[config.mk]
export PLATFORM = sky130hd
export DESIGN_NAME = hs4_link_master
export DESIGN_NICKNAME = d
export VERILOG_FILES = /design/src/rtl/link_pkg.sv /design/src/rtl/link_fifo.sv /design/src/rtl/hs4_link_master.sv
export SDC_FILE = /design/constraint.sdc
export NUM_CORES = 1
export LEC_CHECK = 0
export CORE_MARGIN = 4
export CORE_UTILIZATION = 50
export CTS_BUF_LIST = sky130_fd_sc_hd__clkbuf_4 sky130_fd_sc_hd__clkbuf_8
export DETAILED_ROUTE_END_ITERATION = 7
export GPL_ROUTABILITY_DRIVEN = 1
export PLACE_DENSITY_LB_ADDON = 0.1
export SYNTH_ARGS = -nofsm -noshare
export SYNTH_HDL_FRONTEND = slang
export SYNTH_HIERARCHICAL = 1
export SYNTH_SLANG_ARGS = --single-unit
[constraint.sdc]
create_clock -name clk -period 4.98 [get_ports clk]
set_input_delay 0.996 -clock clk [delete_from_list [all_inputs] [get_ports clk]]
set_output_delay 0.996 -clock clk [all_outputs]
set_load 0.03 [all_outputs]
[src/rtl/link_pkg.sv]
// Shared definitions for the 4-phase link master: FSM states and counter-width helper.
package link_pkg;

  typedef enum logic [2:0] {
    ST_IDLE,
    ST_FETCH,
    ST_REQ,
    ST_DROP,
    ST_DONE
  } link_state_e;

  // Bits needed to hold values 0..max_val, never less than one.
  function automatic int cnt_w(input int max_val);
    return (max_val < 2) ? 1 : $clog2(max_val + 1);
  endfunction

endpackage

[src/rtl/link_fifo.sv]
// Synchronous FIFO feeding the link master; power-of-2 depth, registered occupancy count.
module link_fifo
  import link_pkg::*;
#(
  parameter int DATA_W = 8,
  parameter int DEPTH  = 4
) (
  input  logic              clk,
  input  logic              rst,
  input  logic              push,
  input  logic              pop,
  input  logic [DATA_W-1:0] wdata,
  output logic [DATA_W-1:0] rdata,
  output logic              full,
  output logic              empty
);

  localparam int PTR_W = cnt_w(DEPTH - 1);
  localparam int CNT_W = cnt_w(DEPTH);

  logic [DATA_W-1:0] mem_q [DEPTH];
  logic [PTR_W-1:0]  wr_ptr_q, wr_ptr_d;
  logic [PTR_W-1:0]  rd_ptr_q, rd_ptr_d;
  logic [CNT_W-1:0]  count_q, count_d;
  logic              do_push, do_pop;

  // Flags come from the pre-edge count, so a pop on an empty FIFO is refused even if a push lands.
  always_comb begin
    full     = (count_q == CNT_W'(DEPTH));
    empty    = (count_q == '0);
    do_push  = push && !full;
    do_pop   = pop && !empty;
    wr_ptr_d = wr_ptr_q + PTR_W'(do_push);
    rd_ptr_d = rd_ptr_q + PTR_W'(do_pop);
    count_d  = count_q + CNT_W'(do_push) - CNT_W'(do_pop);
    rdata    = mem_q[rd_ptr_q];
  end

  always_ff @(posedge clk or negedge rst) begin
    if (!rst) begin
      wr_ptr_q <= '0;
      rd_ptr_q <= '0;
      count_q  <= '0;
    end else begin
      wr_ptr_q <= wr_ptr_d;
      rd_ptr_q <= rd_ptr_d;
      count_q  <= count_d;
    end
  end

  always_ff @(posedge clk) begin
    if (do_push) mem_q[wr_ptr_q] <= wdata;
  end

endmodule

[src/rtl/hs4_link_master.sv]
// Burst master: drains buffered words to a link slave, one full req/ack 4-phase handshake per word.
module hs4_link_master
  import link_pkg::*;
#(
  parameter int DATA_W    = 8,
  parameter int DEPTH     = 4,
  parameter int BURST_LEN = 4,
  parameter int TIMEOUT   = 16
) (
  input  logic                           clk,
  input  logic                           rst,
  input  logic                           in_valid,
  output logic                           in_ready,
  input  logic [DATA_W-1:0]              in_data,
  input  logic                           start,
  output logic                           req,
  input  logic                           ack,
  output logic [DATA_W-1:0]              data,
  output logic                           busy,
  output logic                           done,
  output logic                           timeout_err,
  output logic [$clog2(BURST_LEN+1)-1:0] sent_cnt
);

  localparam int                SENT_W    = $clog2(BURST_LEN + 1);
  localparam int                WAIT_W    = cnt_w(TIMEOUT - 1);
  localparam logic [SENT_W-1:0] SENT_LAST = SENT_W'(BURST_LEN - 1);
  localparam logic [WAIT_W-1:0] WAIT_LAST = WAIT_W'(TIMEOUT - 1);
  localparam bit                TMO_EN    = (TIMEOUT != 0);

  link_state_e       state_q, state_d;
  logic              req_q, req_d;
  logic [DATA_W-1:0] data_q, data_d;
  logic              timeout_err_q, timeout_err_d;
  logic [SENT_W-1:0] sent_cnt_q, sent_cnt_d;
  logic [WAIT_W-1:0] wait_cnt_q, wait_cnt_d;
  logic              fifo_pop, fifo_full, fifo_empty, wait_expired;
  logic [DATA_W-1:0] fifo_rdata;

  link_fifo #(.DATA_W(DATA_W), .DEPTH(DEPTH)) u_fifo (
    .clk   (clk),
    .rst   (rst),
    .push  (in_valid),
    .pop   (fifo_pop),
    .wdata (in_data),
    .rdata (fifo_rdata),
    .full  (fifo_full),
    .empty (fifo_empty)
  );

  assign wait_expired = TMO_EN && (wait_cnt_q == WAIT_LAST);

  always_comb begin
    state_d       = state_q;
    req_d         = req_q;
    data_d        = data_q;
    timeout_err_d = timeout_err_q;
    sent_cnt_d    = sent_cnt_q;
    wait_cnt_d    = wait_cnt_q;
    fifo_pop      = 1'b0;
    case (state_q)
      ST_IDLE: begin
        if (start) begin
          sent_cnt_d    = '0;
          timeout_err_d = 1'b0;
          state_d       = ST_FETCH;
        end
      end
      ST_FETCH: begin
        if (!fifo_empty) begin
          data_d     = fifo_rdata;
          fifo_pop   = 1'b1;
          req_d      = 1'b1;
          wait_cnt_d = '0;
          state_d    = ST_REQ;
        end
      end
      ST_REQ: begin
        if (ack) begin
          req_d      = 1'b0;
          wait_cnt_d = '0;
          state_d    = ST_DROP;
        end else if (wait_expired) begin
          req_d         = 1'b0;
          timeout_err_d = 1'b1;
          state_d       = ST_IDLE;
        end else begin
          wait_cnt_d = wait_cnt_q + 1'b1;
        end
      end
      ST_DROP: begin
        if (!ack) begin
          sent_cnt_d = sent_cnt_q + 1'b1;
          state_d    = (sent_cnt_q == SENT_LAST) ? ST_DONE : ST_FETCH;
        end else if (wait_expired) begin
          timeout_err_d = 1'b1;
          state_d       = ST_IDLE;
        end else begin
          wait_cnt_d = wait_cnt_q + 1'b1;
        end
      end
      ST_DONE: state_d = ST_IDLE;
      default: state_d = ST_IDLE;
    endcase
  end

  always_ff @(posedge clk or negedge rst) begin
    if (!rst) begin
      state_q       <= ST_IDLE;
      req_q         <= 1'b0;
      data_q        <= '0;
      timeout_err_q <= 1'b0;
      sent_cnt_q    <= '0;
      wait_cnt_q    <= '0;
    end else begin
      state_q       <= state_d;
      req_q         <= req_d;
      data_q        <= data_d;
      timeout_err_q <= timeout_err_d;
      sent_cnt_q    <= sent_cnt_d;
      wait_cnt_q    <= wait_cnt_d;
    end
  end

  assign in_ready    = !fifo_full;
  assign req         = req_q;
  assign data        = data_q;
  assign busy        = (state_q != ST_IDLE);
  assign done        = (state_q == ST_DONE);
  assign timeout_err = timeout_err_q;
  assign sent_cnt    = sent_cnt_q;

endmodule

==> results list <==
* Status: finished clean
- Sink count of the clock tree: 59
* Total I/O pin count: 29
- Summing the areas of all xor and xnor instances in the mapped netlist gives 2.03% of the synthesized area.
- Counting every instance in the synthesized netlist gives 168.
* Number of DRC markers after the initial detailed-route iteration: 147
- Share of the core filled with cells in the final layout: 64.5%
- For this run, the register share of the synthesized area comes to 63.3%.
- Arithmetic-cell share of the synthesized area counting full adders, half adders and majority gates: 3.19%
- Latest clock arrival within the worst-skew pair: 330 ps
* Worst setup slack after placement: 2060 ps
- Post-cts repair resize count: 0
* Power density of the placed cells: 657 nW/um2
- In this run the core area contains 25 standard-cell rows.
* Final-layout setup total negative slack: 0 ps
- For this run, the number of Yosys warnings is 6.
- At the end of routability-driven placement, the weighted congestion stood at 0.786.
- Worst hold-check slack: 499 ps
- Fin. max-slew vios: 0
* Finish-stage setup viols: 0
- Clock root buffer: sky130_fd_sc_hd__clkbuf_8
- Launching point of the worst reg2reg path: u_fifo/count_q[1]
* Worst slew margin relative to its limit: 60.1%
- Overall power consumption: 2.07 mW
* Worst setup path category: flop to output port
- The portion of synthesized area spent on multiplexers is 11.7%.
- Initial core utilization: 53.0%
- Die Width: 79.9 um
- Length of the first detailed-routing pass in iterations: 4
- Final Worst Setup Slack: 2080 ps
- Entering global routing, the biggest net connects 28 pins.
- Highest ir drop seen on vdd: 0.000311 V
- Setup slack, reg-to-reg: 2490 ps
* Fin nets: 221
* GRT Resource Usage Total: 16.9%
* Placeable Area: 4880 um2
- Along the worst path, the maximum fanout reaches 12.
* Average via count per standard cell: 5.68
* Proportion of layout cells with a drive suffix above 1: 20.3%
* CTS clk-pin slew, worst paths: 60 ps
- Count of different cell masters after synthesis: 45
- Reg2Reg Capture Point: u_fifo/count_q[2]
* Synthesized netlist net count: 187
* Maximum clock insertion buffer count: 2
* Vias: 1555
- Area of the mapped netlist: 2580 um2
* Cell type contributing the most total cell area after synthesis: sky130_fd_sc_hd__edfxtp_1
* Count of antenna diodes in the layout: 0
- # Max-Cap Violations: 0
- Die area: 6380 um2
- Summed over all cells, the static leakage comes to 1.19 nW.
* Crit path launch type: flop
- Of all flip-flops after synthesis, the portion carrying an async set or reset was 45.8%.
- For the pin with the worst max-slew slack, the measured transition is 599 ps.
- Number of global-route vias before repair: 1580
* CTS Hold Bufs: 0
- Clock tree synthesis inserted a total of 9 buffers.
* Clock skew after layout: 5.94 ps
- The worst path in the final design needs a cycle of 2900 ps, including I/O delays and setup.
* Input/output buffers: 28
- TritonCTS built the clock tree.
* Highest clock frequency the design can meet: 345 MHz
- After synthesis, the cell types taking the most area are sky130_fd_sc_hd__edfxtp_1 37%, sky130_fd_sc_hd__dfrtp_1 26%, sky130_fd_sc_hd__mux4_2 7.8%, sky130_fd_sc_hd__mux2_2 3.5%, sky130_fd_sc_hd__ha_1 2.4%.
- After the flow finishes, the layout carries non-filler instances totaling 274.
* DRC violations left: 0
* HPWL after detailed placement: 3240 um
* Final number of hold-violating endpoints: 0
- Critical path launch point: state_q[0]
- In this run, synthesis inferred 32 flip-flops with an integrated enable.
* Kind of end point of the critical path: output port
- Mean instance size in the synthesized netlist: 15.4 um2
* Synthesis-to-layout area growth: 21.7%
* Antenna Violating Nets Remaining: 0
- The final layout contains routed wiring with a total length of 4810 um.
- In this run the worst setup path terminates at done.
* Compound-gate portion of the synthesized area: 6.87%
- Setup repair after global routing left no endpoint under its margin.
* Worst EP arrival: 1910 ps
- Final period util: 58.3%
- Measured in cells, the most critical reg-to-reg path has a length of 8.
- Worst path required time: 3980 ps
- Most instantiated flip-flop cell in the synthesis netlist: sky130_fd_sc_hd__edfxtp_1
* Leftover overflow at the end of global routing: 0
- Die Height: 79.9 um
- Placed insts: 258
- The first global-routing pass estimated 7850 um of wire.
- Post-CTS timing repair inserted 0 buffers for setup.
* Hold Path Class: flop to flop
- Filler Cells Inserted: 370
* Area post-placement: 2940 um2
- CTS built an H-tree with a depth of 3.
* Wire length per cell: 17.6 um
- Main combinational cell family by area after synthesis: multiplexers
- Synthesized-area fraction occupied by and/or/nand/nor cells: 10.2%
- Flops & latches, synth: 59
* Initial antenna violation count: 0
- After routing the design area is 3150 um2.
* Area fraction of the dominant cell type after synthesis: 37.2%
## layer usage
metal	routed length [um]	up-vias	GRT usage [%]
met1	2170	797	22.1
met5	0	-	0
met2	2330	38	26.0
met4	112	0	8.61
li1	-	709	-
met3	193	11	4.18
## report_power, final
group / total, mW / leakage [nW] / switching, mW / internal [mW]
clock network: 0.461 / 0.105 / 0.178 / 0.283
registers: 0.832 / 0.622 / 0.156 / 0.676
logic: 0.776 / 0.461 / 0.384 / 0.391
## worst max-delay path: stages, from the launching register on
cell and delay [ps]:
sky130_fd_sc_hd__dfrtp_1 510, sky130_fd_sc_hd__nor2_1 230, sky130_fd_sc_hd__and2_1 150, sky130_fd_sc_hd__clkdlybuf4s50_1 680
## kinds of logic after synthesis
kind of cell               after synthesis
xor gates and xnor gates                 6
adders and majority gates                6
DFF                                     59
AOI/OAI and AO/OA                       26
buffers and inverters                   15
and+or+nand+nor                         38
muxes                                   18
## cells in the final DEF, fill, tap and decap left out, types with 3 or more instances in the layout
master,n
sky130_fd_sc_hd__mux4_2,9
sky130_fd_sc_hd__mux2_2,8
sky130_fd_sc_hd__nor2b_1,5
sky130_fd_sc_hd__nor3_1,3
sky130_fd_sc_hd__edfxtp_1,32
sky130_fd_sc_hd__inv_1,5
sky130_fd_sc_hd__dfrtp_1,27
sky130_fd_sc_hd__clkdlybuf4s50_1,28
sky130_fd_sc_hd__xnor2_1,5
sky130_fd_sc_hd__o21ai_0,5
sky130_fd_sc_hd__buf_4,5
sky130_fd_sc_hd__nor2_1,7
sky130_fd_sc_hd__ha_1,5
sky130_fd_sc_hd__a21oi_1,8
sky130_fd_sc_hd__clkbuf_8,9
sky130_fd_sc_hd__nand3b_1,3
## how the worst min path moves through the flow
| stage | from | to | cells after the start |
|---|---|---|---|
| 3_3_place_gp | req | req | 1 |
| 2_1_floorplan | u_fifo/count_q[0] | u_fifo/count_q[0] | 1 |
| 4_1_cts | req | req | 1 |
| 5_1_grt | req | req | 1 |
| 3_5_place_dp | req | req | 1 |
| 6_report | req | req | 1 |
## registers in the layout, summed over array words and instances (netlist names), 2 cells and up
signal	cells
sent_cnt	3
data	8
wait_cnt_q	4
u_fifo/count_q	3
state_q	3
u_fifo/mem_q	32
u_fifo/wr_ptr_q	2
u_fifo/rd_ptr_q	2
## area by class of cell
cell class / instances / area [um2] / area share [%]
clock buffers: 10 / 131 / 4.17
clock inverters: 6 / 80.1 / 2.54
inverters: 5 / 18.8 / 0.596
multi-input cells: 94 / 878 / 27.9
flip-flops and latches: 59 / 1640 / 52.0
well taps: 67 / 83.8 / 2.66
repair buffers: 33 / 318 / 10.1
## synth_stat cells (2+ instances only)
cell,instances
sky130_fd_sc_hd__a21oi_1,8
sky130_fd_sc_hd__and3_1,2
sky130_fd_sc_hd__and4b_1,2
sky130_fd_sc_hd__buf_2,5
sky130_fd_sc_hd__buf_4,2
sky130_fd_sc_hd__clkbuf_1,3
sky130_fd_sc_hd__dfrtp_1,27
sky130_fd_sc_hd__edfxtp_1,32
sky130_fd_sc_hd__ha_1,5
sky130_fd_sc_hd__inv_1,5
sky130_fd_sc_hd__mux2_2,8
sky130_fd_sc_hd__mux4_2,9
sky130_fd_sc_hd__nand2_1,2
sky130_fd_sc_hd__nand3b_1,3
sky130_fd_sc_hd__nor2_1,7
sky130_fd_sc_hd__nor2b_1,5
sky130_fd_sc_hd__nor3_1,3
sky130_fd_sc_hd__nor4_1,2
sky130_fd_sc_hd__nor4b_1,2
sky130_fd_sc_hd__nor4bb_1,2
sky130_fd_sc_hd__o21ai_0,5
sky130_fd_sc_hd__or3_1,2
sky130_fd_sc_hd__xnor2_1,5
Note: power is estimated with default switching activity, not from simulation.
